File: config.mk
export PLATFORM = sky130hd
export DESIGN_NAME = logic_unit_arbiter_flat
export DESIGN_NICKNAME = d
export VERILOG_FILES = /design/src/rtl/logic_unit_arbiter_pkg.sv /design/src/rtl/logic_unit_arbiter_if.sv /design/src/rtl/logic_unit_arbiter_rr_arbiter.sv /design/src/rtl/logic_unit_arbiter.sv /design/src/flat_wrapper.sv
export SDC_FILE = /design/constraint.sdc
export NUM_CORES = 1
export LEC_CHECK = 0
export ABC_AREA = 1
export BUFFER_PORTS_ARGS = -buffer_cell sky130_fd_sc_hd__buf_2
export CORE_MARGIN = 3
export CORE_UTILIZATION = 43
export CTS_CLUSTER_DIAMETER = 50
export CTS_CLUSTER_SIZE = 20
export DETAILED_ROUTE_END_ITERATION = 12
export PLACE_DENSITY_LB_ADDON = 0.15
export SLEW_MARGIN = 20
export SYNTH_ARGS = -nofsm -noshare
export SYNTH_HDL_FRONTEND = slang
export SYNTH_SLANG_ARGS = --single-unit
File: constraint.sdc
create_clock -name clk -period 2.2 [get_ports clk]
set_clock_uncertainty 0.05 [all_clocks]
set_input_delay 0.11 -clock clk [delete_from_list [all_inputs] [get_ports clk]]
set_output_delay 0.11 -clock clk [all_outputs]
set_load 0.05 [all_outputs]
File: src/rtl/logic_unit_arbiter_pkg.sv
// Shared types for the round-robin logic-unit arbiter: opcodes and FSM states.
package logic_arb_pkg;

    localparam int OP_W = 2;

    typedef enum logic [OP_W-1:0] {
        OP_AND  = 2'b00,
        OP_OR   = 2'b01,
        OP_XOR  = 2'b10,
        OP_NAND = 2'b11
    } logic_op_e;

    typedef enum logic [1:0] {
        IDLE = 2'b00,
        EXEC = 2'b01,
        HOLD = 2'b10
    } arb_state_e;

endpackage

File: src/rtl/logic_unit_arbiter_if.sv
// Request/response bundle between the requesters, the arbiter and the result consumer.
// The rsp_zero signal exists only when LOGIC_ARB_ZERO_FLAG_EN is defined.
interface logic_unit_arbiter_if
    import logic_arb_pkg::*;
#(
    parameter int WIDTH   = 4,
    parameter int NUM_REQ = 2,
    parameter int ID_W    = $clog2(NUM_REQ)
);
    logic [NUM_REQ-1:0]            req_valid;
    logic [NUM_REQ-1:0]            req_ready;
    logic [NUM_REQ-1:0][WIDTH-1:0] req_a;
    logic [NUM_REQ-1:0][WIDTH-1:0] req_b;
    logic [NUM_REQ-1:0][OP_W-1:0]  req_op;
    logic                          rsp_valid;
    logic                          rsp_ready;
    logic [ID_W-1:0]               rsp_id;
    logic [WIDTH-1:0]              rsp_result;
`ifdef LOGIC_ARB_ZERO_FLAG_EN
    logic                          rsp_zero;
`endif

    modport master (
        output req_valid, req_a, req_b, req_op, rsp_ready,
        input  req_ready, rsp_valid, rsp_id, rsp_result
`ifdef LOGIC_ARB_ZERO_FLAG_EN
        , input rsp_zero
`endif
    );

    modport slave (
        input  req_valid, req_a, req_b, req_op, rsp_ready,
        output req_ready, rsp_valid, rsp_id, rsp_result
`ifdef LOGIC_ARB_ZERO_FLAG_EN
        , output rsp_zero
`endif
    );
endinterface

File: src/rtl/logic_unit_arbiter_rr_arbiter.sv
// Combinational round-robin picker: first set request strictly after last_grant, with wrap.
module rr_arbiter #(
    parameter int NUM_REQ = 2,
    parameter int ID_W    = $clog2(NUM_REQ)
) (
    input  logic [NUM_REQ-1:0] req,
    input  logic [ID_W-1:0]    last_grant,
    output logic [NUM_REQ-1:0] grant,
    output logic [ID_W-1:0]    grant_id,
    output logic               any_req
);

    logic [ID_W-1:0] idx;
    logic            found;

    // Scanning offsets 1..NUM_REQ visits last_grant itself last, which gives the fairness bound.
    always_comb begin
        grant    = '0;
        grant_id = '0;
        found    = 1'b0;
        idx      = '0;
        for (int i = 1; i <= NUM_REQ; i++) begin
            idx = ID_W'((int'(last_grant) + i) % NUM_REQ);
            if (!found && req[idx]) begin
                found       = 1'b1;
                grant[idx]  = 1'b1;
                grant_id    = idx;
            end
        end
    end

    assign any_req = |req;

endmodule

File: src/rtl/logic_unit_arbiter.sv
// Shared registered 4-bit logic unit with round-robin arbitration over NUM_REQ requesters.
// Define LOGIC_ARB_ZERO_FLAG_EN to add the registered rsp_zero flag.
module logic_unit_arbiter
    import logic_arb_pkg::*;
#(
    parameter int WIDTH   = 4,
    parameter int NUM_REQ = 2,
    parameter int ID_W    = $clog2(NUM_REQ)
) (
    input  logic                 clk,
    input  logic                 rst,
    logic_unit_arbiter_if.slave  bus
);

    arb_state_e         state_q, state_d;
    logic [NUM_REQ-1:0] grant;
    logic [ID_W-1:0]    grant_id;
    logic               any_req;
    logic [ID_W-1:0]    last_grant_q;
    logic [ID_W-1:0]    owner_q;
    logic [WIDTH-1:0]   a_q, b_q;
    logic_op_e          op_q;
    logic [WIDTH-1:0]   exec_result;
    logic               rsp_valid_q;
    logic [ID_W-1:0]    rsp_id_q;
    logic [WIDTH-1:0]   rsp_result_q;
`ifdef LOGIC_ARB_ZERO_FLAG_EN
    logic               rsp_zero_q;
`endif

    rr_arbiter #(
        .NUM_REQ (NUM_REQ),
        .ID_W    (ID_W)
    ) u_rr (
        .req        (bus.req_valid),
        .last_grant (last_grant_q),
        .grant      (grant),
        .grant_id   (grant_id),
        .any_req    (any_req)
    );

    always_comb begin
        exec_result = '0;
        case (op_q)
            OP_AND:  exec_result = a_q & b_q;
            OP_OR:   exec_result = a_q | b_q;
            OP_XOR:  exec_result = a_q ^ b_q;
            OP_NAND: exec_result = ~(a_q & b_q);
            default: exec_result = '0;
        endcase
    end

    // Grants are only offered in IDLE, so req_ready is one-hot or zero by construction.
    always_comb begin
        state_d       = state_q;
        bus.req_ready = '0;
        case (state_q)
            IDLE: begin
                if (any_req) begin
                    bus.req_ready = grant;
                    state_d       = EXEC;
                end
            end
            EXEC: state_d = HOLD;
            HOLD: begin
                if (rsp_valid_q && bus.rsp_ready) begin
                    state_d = IDLE;
                end
            end
            default: state_d = IDLE;
        endcase
    end

    always_ff @(posedge clk) begin
        if (rst) begin
            state_q      <= IDLE;
            last_grant_q <= ID_W'(NUM_REQ - 1);
            owner_q      <= '0;
            a_q          <= '0;
            b_q          <= '0;
            op_q         <= OP_AND;
            rsp_valid_q  <= 1'b0;
            rsp_id_q     <= '0;
            rsp_result_q <= '0;
`ifdef LOGIC_ARB_ZERO_FLAG_EN
            rsp_zero_q   <= 1'b0;
`endif
        end else begin
            state_q <= state_d;
            case (state_q)
                IDLE: begin
                    if (any_req) begin
                        a_q          <= bus.req_a[grant_id];
                        b_q          <= bus.req_b[grant_id];
                        op_q         <= logic_op_e'(bus.req_op[grant_id]);
                        owner_q      <= grant_id;
                        last_grant_q <= grant_id;
                    end
                end
                EXEC: begin
                    rsp_result_q <= exec_result;
                    rsp_id_q     <= owner_q;
                    rsp_valid_q  <= 1'b1;
`ifdef LOGIC_ARB_ZERO_FLAG_EN
                    rsp_zero_q   <= (exec_result == '0);
`endif
                end
                HOLD: begin
                    if (rsp_valid_q && bus.rsp_ready) begin
                        rsp_valid_q <= 1'b0;
                    end
                end
                default: ;
            endcase
        end
    end

    assign bus.rsp_valid  = rsp_valid_q;
    assign bus.rsp_id     = rsp_id_q;
    assign bus.rsp_result = rsp_result_q;
`ifdef LOGIC_ARB_ZERO_FLAG_EN
    assign bus.rsp_zero   = rsp_zero_q;
`endif

endmodule

File: src/flat_wrapper.sv
// flat-port wrapper written by rule: the top's interface ports become plain ports
module logic_unit_arbiter_flat import logic_arb_pkg::*;
#(
    parameter int WIDTH   = 4,
    parameter int NUM_REQ = 2,
    parameter int ID_W    = $clog2(NUM_REQ)
)
  (clk, rst, bus_req_valid, bus_req_a, bus_req_b, bus_req_op, bus_rsp_ready, bus_req_ready, bus_rsp_valid, bus_rsp_id, bus_rsp_result);
  logic_unit_arbiter_if #(.WIDTH(WIDTH), .NUM_REQ(NUM_REQ), .ID_W(ID_W)) bus_i ();
  input  logic clk;
  input  logic rst;
  input wire logic [$bits(bus_i.req_valid)-1:0] bus_req_valid;
  input wire logic [$bits(bus_i.req_a)-1:0] bus_req_a;
  input wire logic [$bits(bus_i.req_b)-1:0] bus_req_b;
  input wire logic [$bits(bus_i.req_op)-1:0] bus_req_op;
  input wire logic [$bits(bus_i.rsp_ready)-1:0] bus_rsp_ready;
  output wire logic [$bits(bus_i.req_ready)-1:0] bus_req_ready;
  output wire logic [$bits(bus_i.rsp_valid)-1:0] bus_rsp_valid;
  output wire logic [$bits(bus_i.rsp_id)-1:0] bus_rsp_id;
  output wire logic [$bits(bus_i.rsp_result)-1:0] bus_rsp_result;
  assign bus_i.req_valid = bus_req_valid;
  assign bus_i.req_a = bus_req_a;
  assign bus_i.req_b = bus_req_b;
  assign bus_i.req_op = bus_req_op;
  assign bus_i.rsp_ready = bus_rsp_ready;
  assign bus_req_ready = bus_i.req_ready;
  assign bus_rsp_valid = bus_i.rsp_valid;
  assign bus_rsp_id = bus_i.rsp_id;
  assign bus_rsp_result = bus_i.rsp_result;
  logic_unit_arbiter #(.WIDTH(WIDTH), .NUM_REQ(NUM_REQ), .ID_W(ID_W)) u_core (.clk(clk), .rst(rst), .bus(bus_i));
endmodule
# Word level (Yosys, flattened, before mapping)
# Index checks and enable logic that the tools add are counted.
totals:
  register_bits: 20
  word_cells: 67
  inputBits: 25
op_classes:
  addsub: 2
  n_bitwise: 5
  eq_ne: 7
  n_mux: 27
  n_lt_le_gt_ge: 5
  reduce_logical: 12
op_table:
  columns: ["operator", "count"]
  rows:
  - ["$mux 2", 8]
  - ["$mux 4", 4]
  - ["$pmux 4 s4", 1]
  - ["$mux 1", 10]
  - ["$eq 2x2->1 const B", 3]
  - ["$lt 1x2->1 const B", 3]
  - ["$pmux 2 s3", 1]
  - ["$reduce_and 2->1", 3]
  - ["$and 4x4->4", 1]
  - ["$eq 2x1->1 const B", 2]
  - ["$logic_and 1x1->1", 4]
  - ["$logic_not 2->1", 2]
  - ["$ne 2x1->1 const B", 2]
  - ["$not 4->4", 1]
  - ["$or 4x4->4", 1]
  - ["$xor 4x4->4", 1]
  - ["$add 1x1->1 const B", 2]
  - ["$demux 1 s1", 2]
  - ["$ge 1x1->1 const B", 2]
  - ["$or 2x2->2", 1]
  - ["$pmux 1 s2", 1]
  - ["$reduce_bool 2->1", 1]
  - ["$reduce_or 2->1", 1]
  - ["$logic_not 1->1", 1]

# Depth between registers and ports, before layout
depth:
  word_depth: 10
  mapped_depth: 7
  ltp_nobuf: 7

# Hierarchy
# Synthesis repeated with hierarchy kept, for this count alone.
hier_totals:
  cells_unflattened: 170
  hier_area_um2: 1290.0
by_module_without_submodules:
  columns: ["module", "n_inst", "cells_per_inst", "area_per_inst_um2"]
  rows:
  - ["logic_unit_arbiter", 1, 163, 1258.7]
  - ["rr_arbiter", 1, 7, 31.3]

# Worst setup path after synthesis
# Ideal clock, no wire load.
synth_timing:
  path_kind: "flip-flop to output port"
  startpoint: "reg u_core.state_q[0]"
  endpoint: "out bus_req_ready[0]"
  setup_slack_ps: 381
  stages_incl_launch_ff: 4
  arrival_time_ps: 1659
  required_ps: 2040
  path_buffers: 0
  path_cell_list: "dfxtp_1 nor2_4 inv_1 a211oi_1"
synth_between:
  elab_chain_cells: 2
synth_rtl:
  columns: ["item", "line_no", "rtl"]
  rows:
  - ["start: declaration", "logic_unit_arbiter.sv:15", "arb_state_e state_q, state_d;"]
  - ["start signal: assignment", "logic_unit_arbiter.sv:89", "state_q <= state_d;"]
  - ["$logic_not 2->1", "logic_unit_arbiter.sv:57", "case (state_q)"]
  - ["$mux 2", "logic_unit_arbiter.sv:57", null]
  - ["end: declaration", "flat_wrapper.sv:17", "output wire logic [$bits(bus_i.req_ready)-1:0] bus_req_ready;"]
# No other way between the ends.

# Worst setup path in the final report
layout_timing:
  startpoint: "reg u_core.last_grant_q"
  endpoint: "out bus_req_ready[1]"
layout_between:
  elab_chain_cells: 10
  word_cells_on_any_way: 24
  classes_between: "2 x add/sub; 4 x order compare; 13 x mux; 1 x bitwise; 4 x reduce/logical"
layout_rtl:
  columns: ["item", "line_no", "rtl"]
  rows:
  - ["start: declaration", "logic_unit_arbiter.sv:19", "logic [ID_W-1:0] last_grant_q;"]
  - ["start signal: assignment", "logic_unit_arbiter.sv:77", "last_grant_q <= ID_W'(NUM_REQ - 1);"]
  - ["start signal: assignment", "logic_unit_arbiter.sv:97", "last_grant_q <= grant_id;"]
  - ["$add 1x1->1", "logic_unit_arbiter_rr_arbiter.sv:23", "idx = ID_W'((int'(last_grant) + i) % NUM_REQ);"]
  - ["$lt 1x2->1 (implied by the code) or $ge 1x1->1 (tied branches)", "logic_unit_arbiter_rr_arbiter.sv:26", "grant[idx] = 1'b1;"]
  - ["$logic_and 1x1->1 (implied by the code)", "logic_unit_arbiter_rr_arbiter.sv:26", null]
  - ["$mux 1 (implied by the code)", "logic_unit_arbiter_rr_arbiter.sv:26", null]
  - ["$demux 1 s1", "logic_unit_arbiter_rr_arbiter.sv:26", null]
  - ["$mux 2", "logic_unit_arbiter_rr_arbiter.sv:24", "if (!found && req[idx]) begin"]
  - ["$or 2x2->2 (no line)", null, null]
  - ["$mux 2 (*)", "logic_unit_arbiter_rr_arbiter.sv:24", null]
  - ["$mux 2 (*)", "logic_unit_arbiter.sv:59", "if (any_req) begin"]
  - ["$mux 2 (*)", "logic_unit_arbiter.sv:57", null]
# Every way passes the cells marked *; elsewhere a longest branch is shown, timed or not. The select of a mux whose other input is x is not followed.

==> impl_metrics.env <==
export IMPL_run_status="finished, final reports clean"
export IMPL_maxCapViolCount=0
export IMPL_rsz0062_at_grt="no"
export IMPL_clock_tree_from_tritoncts="done"
export IMPL_die_x_um=58.5
export IMPL_syn_instance_count=177
export IMPL_postCtsSetupRepairBufs=0
export IMPL_final_setup_viols=0
export IMPL_fin_crit_ps=1660
export IMPL_port_buffers=32
export IMPL_dr_pass1_iters=4
export IMPL_netlist_area_leader_share_pct=33.8
export IMPL_detailroute_via_count=1071
export IMPL_critPathCaptureType="output pin"
export IMPL_area_growth_synth_to_final_pct=16.1
export IMPL_yosysTopAreaCell="sky130_fd_sc_hd__dfxtp_1"
export IMPL_place_area_sq_um=1330
export IMPL_layout_drive_gt1_share_pct=21.8
export IMPL_dp_hpwl_mm=1.75
export IMPL_yosysSeqAreaShare_pct=33.8
export IMPL_mappedNetlistArea_sq_um=1180
export IMPL_rr_endpoint="u_core.b_q[2]"
export IMPL_total_leakage_power_nw=0.750
export IMPL_gr_total_overflow=0
export IMPL_syn_avg_cell_area_sq_um=6.69
export IMPL_criticalPathCategory="reg -> out"
export IMPL_multiInputGateArea_sq_um=587
export IMPL_ios=33
export IMPL_transition_at_the_pin_with_the_smallest_max_transition_slack_ps=534
export IMPL_max_clock_freq_mhz=601
export IMPL_clock_root_buffer="sky130_fd_sc_hd__clkbuf_4"
export IMPL_worst_path_max_fanout=12
export IMPL_vias_per_cell=4.54
export IMPL_worst_setup_path_endpoint="bus_req_ready[1]"
export IMPL_power_per_cell_area_nw_per_um2=699
export IMPL_postRouteWirelength_mm=2.18
export IMPL_timing_hold_worst_class="in -> reg"
export IMPL_cts_num_sinks=20
export IMPL_gp_routability_congestion=0.694
export IMPL_cts_repair_resized=0
export IMPL_cts_path_max_buffers=2
export IMPL_hold_violations=0
export IMPL_area_sequential_sq_um=400
export IMPL_fp_dieArea_sq_um=3420
export IMPL_worstPathArrival_ps=1500
export IMPL_crit_share_post_route_pct=75.7
export IMPL_final_max_slew_viol_count=0
export IMPL_groute_usage_overall_pct=13.8
export IMPL_floorplan_rows=18
export IMPL_antenna_violations_before_repair=0
export IMPL_detail_route_antenna_nets=0
export IMPL_worstSetupStartpoint="u_core.last_grant_q"
export IMPL_grt_first_pass_wirelength_mm=3.73
export IMPL_worst_r2r_setup_slack_ps=870
export IMPL_synth_enable_flop_cells=0
export IMPL_startpoint_type="flop"
export IMPL_finalSetupTns_ps=0
export IMPL_synth_main_ff_cell="sky130_fd_sc_hd__dfxtp_1"
export IMPL_critPathRequiredTime_ps=2040
export IMPL_yosys_register_bits=20
export IMPL_synthesis_nets=210
export IMPL_route_detailed_drc=0
export IMPL_r2r_worst_path_cells=6
export IMPL_die_height_um=58.5
export IMPL_clk_pin_slew_ps=110
export IMPL_initial_core_util_pct=46.5
export IMPL_worst_skew_pair_late_latency_ps=310
export IMPL_holdBufCountCts=1
export IMPL_routed_wire_length_per_instance_um=9.23
export IMPL_yosys_cell_types=22
export IMPL_core_area_sq_um=2540
export IMPL_r2r_start="u_core.last_grant_q"
export IMPL_fill_cells=287
export IMPL_first_iter_violations=24
export IMPL_cts_htree_levels=1
export IMPL_final_cell_area_sq_um=1370
export IMPL_count_of_antenna_diodes_in_the_layout=0
export IMPL_first_global_vias=913
export IMPL_ir_drop_worst_case_vdd_mv=0.468
export IMPL_timing_slew_headroom_pct=64.4
export IMPL_final_nets=240
export IMPL_synth_top_cells_by_area="sky130_fd_sc_hd__dfxtp_1 34%, sky130_fd_sc_hd__nand2_1 13%, sky130_fd_sc_hd__inv_1 11%"
export IMPL_yosysWarningCount=0
export IMPL_cts_made_buffers=3
export IMPL_maximum_number_of_pins_on_one_net_before_global_route_repair=19
export IMPL_synthArstFlopShare_pct=0
## metal layers
metal / track usage (%) / wire length (um) / part of all wire [%]
met1: 18.9 / 1120 / 51
met2: 21.4 / 871 / 40
met3: 1.54 / 147 / 6.7
met4: 6.95 / 37 / 1.7
met5: 0 / 0 / 0
## cells by family after synthesis
logic type,share of synthesized area (%)
buffers and inverters,16.6
AOI/OAI and AO/OA,14.6
adders and majority gates,8.46
and+or+nand+nor,26.5
DFF,33.8
## Yosys cell counts (2+ instances only)
cell type,count
sky130_fd_sc_hd__o21ai_0,3
sky130_fd_sc_hd__buf_6,2
sky130_fd_sc_hd__buf_2,4
sky130_fd_sc_hd__o21bai_1,2
sky130_fd_sc_hd__inv_1,35
sky130_fd_sc_hd__a21oi_1,19
sky130_fd_sc_hd__inv_2,3
sky130_fd_sc_hd__a21oi_2,2
sky130_fd_sc_hd__dfxtp_1,20
sky130_fd_sc_hd__nand3_1,22
sky130_fd_sc_hd__ha_1,8
sky130_fd_sc_hd__nor2_1,8
sky130_fd_sc_hd__nand2_1,40
## worst min path at each step
stage,depth (start not counted),startpoint,end,slack [ps]
after floorplan,1,bus_rsp_ready,u_core.bus.rsp_valid,170
after global placement,2,bus_rsp_ready,u_core.bus.rsp_valid,270
after detailed placement,2,bus_rsp_ready,u_core.bus.rsp_valid,280
after CTS,5,bus_req_a[0],u_core.a_q[0],30
after global routing,5,bus_req_b[2],u_core.b_q[2],40
final,5,bus_req_a[0],u_core.a_q[0],30
## power by group
| group | internal (W) | switching, W | total (W) |
|---|---|---|---|
| logic | 0.000107 | 0.000198 | 0.000306 |
| registers | 0.000405 | 0.0000346 | 0.000440 |
| clock network | 0.000101 | 0.000114 | 0.000215 |
| total | 0.000613 | 0.000347 | 0.000961 |
## metrics by stage
stage / power [W] / hold WS, ps / setup WS [ps] / std cells / utilization [%]
floorplan: 0.000695 / 167 / 381 / 177 / -
global placement: 0.000747 / 267 / 887 / 231 / 52.2
detailed placement: 0.000755 / 279 / 854 / 231 / 52.2
CTS: 0.000970 / 34.2 / 507 / 236 / 54.0
global route: 0.00103 / 43.8 / 420 / 236 / 54.0
finish: 0.000961 / 33.1 / 536 / 236 / 54.0
## cells in the final DEF (no fill, tap or decap), types with 2 or more instances in the layout
cell,instances
sky130_fd_sc_hd__nand3_1,22
sky130_fd_sc_hd__nand2_1,40
sky130_fd_sc_hd__buf_2,32
sky130_fd_sc_hd__nor2_1,8
sky130_fd_sc_hd__o21ai_0,3
sky130_fd_sc_hd__dfxtp_1,20
sky130_fd_sc_hd__clkbuf_4,3
sky130_fd_sc_hd__o21bai_1,2
sky130_fd_sc_hd__a21oi_2,2
sky130_fd_sc_hd__a21oi_1,19
sky130_fd_sc_hd__inv_2,3
sky130_fd_sc_hd__inv_1,35
sky130_fd_sc_hd__ha_1,8
## flip-flops by register name, summed over array words and instances (netlist names)
register               flops
u_core.bus.rsp_valid       1
u_core.last_grant_q        1
u_core.bus.rsp_result      4
u_core.owner_q             1
u_core.a_q                 4
u_core.state_q             2
u_core.bus.rsp_id          1
u_core.b_q                 4
u_core.op_q                2
## cell type report
class,instances,area share (%)
Tap cell,30,2.73
Inverter,38,10.4
Clock buffer,4,2.64
Sequential cell,20,29.1
Timing Repair Buffer,33,12.4
Multi-Input combinational cell,111,42.7
## critical path, stage by stage, from the launching register on
cell and delay (ps):
sky130_fd_sc_hd__dfxtp_1 340, sky130_fd_sc_hd__a21oi_2 410, sky130_fd_sc_hd__nand2_2 130, sky130_fd_sc_hd__inv_1 70, sky130_fd_sc_hd__buf_2 250
Power figures use the tool's default switching activity.
